--- src/rtl/argmin_pkg.sv ---
// Shared types for the arg-min/arg-max selector: candidate record and mode encoding.
package argmin_pkg;

    localparam int DEF_N     = 8;
    localparam int DEF_WIDTH = 12;
    localparam int DEF_IDX_W = $clog2(DEF_N);

    typedef enum logic {
        MODE_MIN = 1'b0,
        MODE_MAX = 1'b1
    } mode_e;

    // Default-sized candidate; instances with other sizes build a matching local type
    typedef struct packed {
        logic                 elig;
        logic [DEF_IDX_W-1:0] idx;
        logic [DEF_WIDTH-1:0] val;
    } cand_t;

endpackage

--- src/rtl/argmin_node.sv ---
// Combinational 2-to-1 candidate select; a is the lower-index side and wins ties.
module argmin_node
    import argmin_pkg::*;
#(
    parameter type node_t = cand_t
) (
    input  mode_e mode,
    input  node_t a,
    input  node_t b,
    output node_t y
);

    logic b_better;

    always_comb begin
        b_better = (mode == MODE_MAX) ? (b.val > a.val) : (b.val < a.val);
        y = a;
        if (b.elig && (!a.elig || b_better)) begin
            y = b;
        end
    end

endmodule

--- src/rtl/argmin_pipe.sv ---
// Pipelined arg-min/arg-max over N masked candidates, one tree level per register stage,
// with ready/valid flow control on both sides.
module argmin_pipe
    import argmin_pkg::*;
#(
    parameter  int N     = 8,
    parameter  int WIDTH = 12,
    localparam int IDX_W = $clog2(N)
) (
    input  logic               clk_in,
    input  logic               rst_n_in,
    input  logic               valid_in,
    output logic               ready_out,
    input  logic [N*WIDTH-1:0] vals_in,
    input  logic [N-1:0]       mask_in,
    input  logic               mode_max_in,
    output logic               valid_out,
    input  logic               ready_in,
    output logic               found_out,
    output logic [IDX_W-1:0]   index_out,
    output logic [WIDTH-1:0]   value_out
);

    localparam int LEVELS = $clog2(N);
    localparam int PAD    = 1 << LEVELS;
    localparam int MODE_W = (LEVELS > 1) ? LEVELS - 1 : 1;

    typedef struct packed {
        logic             elig;
        logic [IDX_W-1:0] idx;
        logic [WIDTH-1:0] val;
    } node_cand_t;

    // Heap-ordered tree: node k combines children 2k and 2k+1, node 1 is the result
    node_cand_t  leaf   [PAD];
    node_cand_t  sel    [1:PAD-1];
    node_cand_t  tree_q [1:PAD-1];
    logic [LEVELS:1] vld_q;
    logic [MODE_W-1:0] mode_q;
    logic        stall;

    assign stall     = vld_q[LEVELS] && !ready_in;
    assign ready_out = !stall;

    for (genvar i = 0; i < PAD; i++) begin : g_leaf
        if (i < N) begin : g_real
            assign leaf[i] = '{elig: mask_in[i], idx: IDX_W'(i), val: vals_in[i*WIDTH +: WIDTH]};
        end else begin : g_pad
            assign leaf[i] = '{elig: 1'b0, idx: IDX_W'(i), val: {WIDTH{1'b0}}};
        end
    end

    // Each node reads the mode of the vector sitting one stage behind it
    for (genvar k = 1; k < PAD; k++) begin : g_node
        localparam int LVL = LEVELS - $clog2(k + 1) + 1;
        node_cand_t a;
        node_cand_t b;
        logic       m;

        if (2 * k >= PAD) begin : g_from_leaf
            assign a = leaf[2*k-PAD];
            assign b = leaf[2*k+1-PAD];
        end else begin : g_from_reg
            assign a = tree_q[2*k];
            assign b = tree_q[2*k+1];
        end

        if (LVL == 1) begin : g_mode_in
            assign m = mode_max_in;
        end else begin : g_mode_reg
            assign m = mode_q[LVL-2];
        end

        argmin_node #(
            .node_t (node_cand_t)
        ) u_node (
            .mode (mode_e'(m)),
            .a    (a),
            .b    (b),
            .y    (sel[k])
        );
    end

    // Whole pipe advances together; a stall freezes every stage including the outputs
    always_ff @(posedge clk_in or negedge rst_n_in) begin
        if (!rst_n_in) begin
            vld_q  <= '0;
            mode_q <= '0;
            for (int k = 1; k < PAD; k++) begin
                tree_q[k] <= '0;
            end
        end else if (!stall) begin
            vld_q[1] <= valid_in;
            for (int l = 2; l <= LEVELS; l++) begin
                vld_q[l] <= vld_q[l-1];
            end
            if (LEVELS > 1) begin
                mode_q[0] <= mode_max_in;
            end
            for (int l = 1; l < LEVELS - 1; l++) begin
                mode_q[l] <= mode_q[l-1];
            end
            for (int k = 1; k < PAD; k++) begin
                tree_q[k] <= sel[k];
            end
        end
    end

    assign valid_out = vld_q[LEVELS];
    assign found_out = tree_q[1].elig;
    assign index_out = tree_q[1].idx;
    assign value_out = tree_q[1].val;

endmodule
--- config.mk ---
export PLATFORM = sky130hd
export DESIGN_NAME = argmin_pipe
export DESIGN_NICKNAME = d
export VERILOG_FILES = /design/src/rtl/argmin_pkg.sv /design/src/rtl/argmin_node.sv /design/src/rtl/argmin_pipe.sv
export SDC_FILE = /design/constraint.sdc
export NUM_CORES = 1
export LEC_CHECK = 0
export CAP_MARGIN = 20
export CORE_UTILIZATION = 40
export CTS_BUF_LIST = sky130_fd_sc_hd__clkbuf_4 sky130_fd_sc_hd__clkbuf_8
export CTS_CLUSTER_SIZE = 12
export DETAILED_ROUTE_END_ITERATION = 16
export DONT_BUFFER_PORTS = 1
export GPL_ROUTABILITY_DRIVEN = 0
export SYNTH_ARGS = -nofsm -noshare
export SYNTH_HDL_FRONTEND = slang
export SYNTH_SLANG_ARGS = --single-unit
--- constraint.sdc ---
create_clock -name clk_in -period 2.17 [get_ports clk_in]
set_clock_uncertainty 0.15 [all_clocks]
set_input_delay 0.434 -clock clk_in [delete_from_list [all_inputs] [get_ports clk_in]]
set_output_delay 0.434 -clock clk_in [all_outputs]
set_load 0.005 [all_outputs]
==> PnR_summary.wiki <==
{| class="wikitable"
! Metric !! Value
|-
| GRT overflow || 0
|-
| Logic pwr share || about 61%
|-
| Delay of the slowest cell on the worst path || about 0.48 ns
|-
| Worst IR Drop VDD || approximately 0.45 mV
|-
| Max-slew headroom || 54.41%
|-
| Net Sw Frac || between 40 and 50%
|-
| Max capacitance violation total || 0
|-
| Global routing usage on met1 || between 30 and 40%
|-
| Net count of the finished layout || roughly 1200
|-
| Total DRC errors in the routed layout || 0
|-
| Crit path max-delay cell type || sky130_fd_sc_hd__or4_4
|-
| Die Span Y || 142.4 um
|-
| Number of input and output port buffers inserted || 0
|-
| WL final || about 24000 um
|-
| Fin Setup TNS || -6.084 ns
|-
| Highest achievable clock rate || 417.5 MHz
|-
| Average detailed-routed wire length per instance || around 19 um
|-
| Post-route minimum period || ~2.4 ns
|-
| Worst Reg-to-Reg Cells || 10
|-
| Source of the critical timing path || g_node[2].a[1]
|-
| Smallest hold slack || -0.4279 ns
|-
| Core Footprint || 19020 um^2
|-
| DP Cell Count || around 1200
|-
| Detailed Routing Iterations Pass 1 || 5
|-
| Clock sink count || 109
|-
| Ratio of final minimum period to clock period || 110.4%
|-
| Critical Path End Type || flip-flop
|-
| Maximum number of buffers from clock root to sink || 2
|-
| Cell count after synthesis || between 800 and 900
|-
| Synth warn || 0
|-
| Starting utilization of the core area || between 40% and 50%
|-
| Clock insertion delay at the later pin of the skew report || slightly above 0.4 ns
|-
| Sequential power share || 28.2%
|-
| Number of distinct standard cells referenced by the synthesized netlist || 48
|-
| Reg-to-Reg Start || g_node[2].a[1]
|-
| Die span in x || ~140 um
|-
| DRT antenna net count || 0
|-
| CTS tree || done
|-
| Crit start category || flip-flop
|-
| Hold Violations, Final || around 110
|-
| Vias in the first global route || just over 7000
|-
| Portion of the post-synthesis area used by sequential elements || 34.60%
|-
| Global Route Usage Sum || roughly a quarter
|-
| Proportion of register bits with asynchronous set or reset after synthesis || 100.0%
|-
| Endpoint arrival time on the critical path || 2.52 ns
|-
| Flip-flop cell with the highest count after synthesis || sky130_fd_sc_hd__dfrtp_1
|-
| Final cell count without fillers || ~1300
|-
| FF+latch count, synth || between 100 and 150
|-
| Max Slew Vio Count || 0
|-
| Share of power burned in the clock network || between 10 and 15%
|-
| Unrepaired setup endpoints after global routing || true
|-
| Maximum number of pins on one net before global-route repair || 110
|-
| Area after detailed placement || between 9000 and 10000 um^2
|-
| Syn Nets || 1078
|-
| Finished Cell Area || ~11000 um^2
|-
| Count of antenna diodes in the layout || 0
|-
| Number of synthesized flops with an enable pin || 0
|-
| Power consumption || 12100 uW
|-
| Number of antenna violations at the first check in global routing || 0
|-
| DR vias/cell || approximately 5.8
|-
| Layout area overhead || 34.22%
|-
| Number of setup violations in the final report || 43
|-
| Post-DP HPWL || 17710 um
|-
| End of the worst register-to-register path || g_node[1].a[5]
|-
| Sequential cell area || between 2000 and 3000 um^2
|-
| Transition time of the tightest slew-check pin || between 0.6 and 0.7 ns
|-
| Violated checks || hold timing, setup timing
|-
| Met2 capacity usage during global routing || 36.35%
|-
| Critical path data required time || 2.29 ns
|-
| Worst-path maximum fanout || 10
|-
| Setup CP Type || reg -> reg
|-
| Global route hottest layer || met2
|-
| TritonCTS buffer count || 9
|-
| Run status || complete, but fails checks
|-
| Global-route wire length before repair || 37400 um
|-
| I/O pin count || around 130
|-
| Maximum level of the CTS H-tree || 3
|-
| Standard-cell row count || 50
|-
| Fill count || about 1800
|-
| Area occupied by multi-input gates || between 5000 and 6000 um^2
|-
| CTS hold repair buffers || 2
|-
| Internal Pwr Total || about 7000 uW
|-
| Reg-to-reg setup timing slack || -0.23 ns
|-
| Net switching power || about 5000 uW
|-
| Met3 usage || about 5.2%
|-
| Violation count after the first detailed-route iteration || 460
|-
| Total via count after detailed routing || ~7500
|-
| Cell leakage power || between 0.004 and 0.005 uW
|-
| Post-Synthesis Mean Instance Area || between 8 and 9 um^2
|-
| Cells along the critical path || inv_1, ha_1, nor2b_4, o211ai_2, a211oi_4, buf_6, or4_4, buf_8, a41oi_2, a22oi_1
|-
| Area of the die || roughly 20000 um^2
|-
| Clock slew at the register clock pins of the worst setup and hold paths || about 0.10 ns
|-
| Share of layout cells above drive strength 1 || 33.66%
|-
| Buffer type at the clock tree root || sky130_fd_sc_hd__clkbuf_8
|-
| Summed instance area of the synthesized netlist || between 7000 and 8000 um^2
|-
| Worst Slack Setup Final || -0.2251 ns
|-
| Worst Hold Class || in -> async
|-
| Power density over the cells || about 1100 nW/um^2
|}
## power groups by stage
stage | clock network (uW) | logic, uW | registers (uW)
floorplan | 0 | 3540 | 3240
global placement | 0 | 5780 | 3360
detailed placement | 0 | 5870 | 3390
CTS | 1380 | 6580 | 3380
global route | 1460 | 7950 | 3510
finish | 1350 | 7330 | 3420
## cells in the final DEF, fill, tap and decap left out, types with 10 or more instances in the layout
cell / synthesis / routed
sky130_fd_sc_hd__ha_4: 0 / 28
sky130_fd_sc_hd__inv_1: 92 / 71
sky130_fd_sc_hd__mux2i_1: 12 / 11
sky130_fd_sc_hd__a21oi_1: 44 / 34
sky130_fd_sc_hd__buf_12: 0 / 10
sky130_fd_sc_hd__a31oi_1: 59 / 58
sky130_fd_sc_hd__a21oi_2: 2 / 10
sky130_fd_sc_hd__nor2_1: 66 / 66
sky130_fd_sc_hd__ha_1: 84 / 56
sky130_fd_sc_hd__a22oi_1: 24 / 23
sky130_fd_sc_hd__inv_2: 0 / 19
sky130_fd_sc_hd__o31ai_1: 69 / 54
sky130_fd_sc_hd__nand4_1: 75 / 75
sky130_fd_sc_hd__buf_4: 1 / 167
sky130_fd_sc_hd__a41oi_2: 7 / 19
sky130_fd_sc_hd__nand2_1: 44 / 44
sky130_fd_sc_hd__buf_6: 2 / 13
sky130_fd_sc_hd__dfrtp_1: 109 / 108
sky130_fd_sc_hd__o211ai_1: 20 / 20
sky130_fd_sc_hd__o31ai_2: 1 / 12
## routing by layer
| layer | vias up | wire length [um] |
|---|---|---|
| li1 | 3657 | - |
| met2 | 222 | 10780 |
| met5 | - | 0 |
| met1 | 3554 | 11280 |
| met3 | 29 | 1411 |
| met4 | 0 | 371 |
## cell families after synthesis
| kind of cell | share of synthesized area [%] |
|---|---|
| DFF | 34.60 |
| muxes | 1.524 |
| buffers and inverters | 8.189 |
| AOI/OAI and AO/OA | 27.87 |
| adders and majority gates | 13.33 |
| and+or+nand+nor | 14.49 |
## worst max-delay path by stage
stage                     cells past startpoint  slack, ns              end
final                                        10      -0.23   g_node[1].a[5]
after CTS                                     9      -0.25   g_node[1].a[4]
after global routing                         10      -0.34   g_node[1].a[7]
after global placement                        8      -0.51   g_node[3].b[6]
after detailed placement                      8      -0.55     index_out[0]
after floorplan                               8      -0.07  g_node[2].a[10]
## metrics by stage
stage               setup slack (ns)  utilization [%]
detailed placement           -0.5469            50.18
global route                 -0.3412            55.64
global placement             -0.5064            50.14
floorplan                   -0.06667                -
finish                       -0.2251            55.64
CTS                          -0.2457            53.56
## cells in the mapped netlist (all sizes together), types with 3 or more instances
master / number / area (um^2)
a41oi: 24 / 262.8
a31oi: 59 / 369.1
a21o: 5 / 37.54
dfrtp: 109 / 2728
nor2: 66 / 247.7
a21oi: 46 / 237.7
nand2: 44 / 165.2
nand4: 75 / 469.2
mux2i: 12 / 120.1
clkbuf: 35 / 132.6
a22oi: 24 / 180.2
o21ai: 20 / 100.1
nor4: 5 / 62.56
o211ai: 25 / 212.7
inv: 92 / 345.3
a31o: 5 / 43.79
nand3: 9 / 45.04
nand2b: 3 / 18.77
o31ai: 70 / 530.5
or4: 5 / 41.29
buf: 31 / 167.7
o211a: 5 / 50.05
o41ai: 4 / 42.55
nor2b: 10 / 62.56
ha: 84 / 1051
a211oi: 6 / 60.06
## cell type report
| class | instances | area share [%] |
|---|---|---|
| inverter | 92 | 3.311 |
| clock buffer | 10 | 1.242 |
| clock inverter | 4 | 0.6976 |
| tap | 260 | 3.074 |
| sequential | 109 | 25.79 |
| timing repair buffer | 193 | 15.45 |
| multi-input combinational | 620 | 50.43 |
## state kept, by name, indices dropped and copies added, names as in the netlist
register / cells
value_out: 12
vld_q: 3
g_node.b: 45
g_node.a: 43
index_out: 3
mode_q: 2
found_out: 1
## worst max-delay path, delay by kind of cell, from the launching register on
kind,cells,cell delay [ns]
and+or+nand+nor,2,0.61
AOI/OAI and AO/OA,4,0.52
DFF,1,0.36
buffers and inverters,3,0.36
adders and majority gates,1,0.30
## timing repair
item,in CTS,in global routing
cloned,3,3
endpoints found under the hold margin,111,109
pin swaps,42,49
endpoints found under the setup margin,63,56
setup buffers,15,13
resized for setup,49,55
Power figures use the tool's default switching activity.
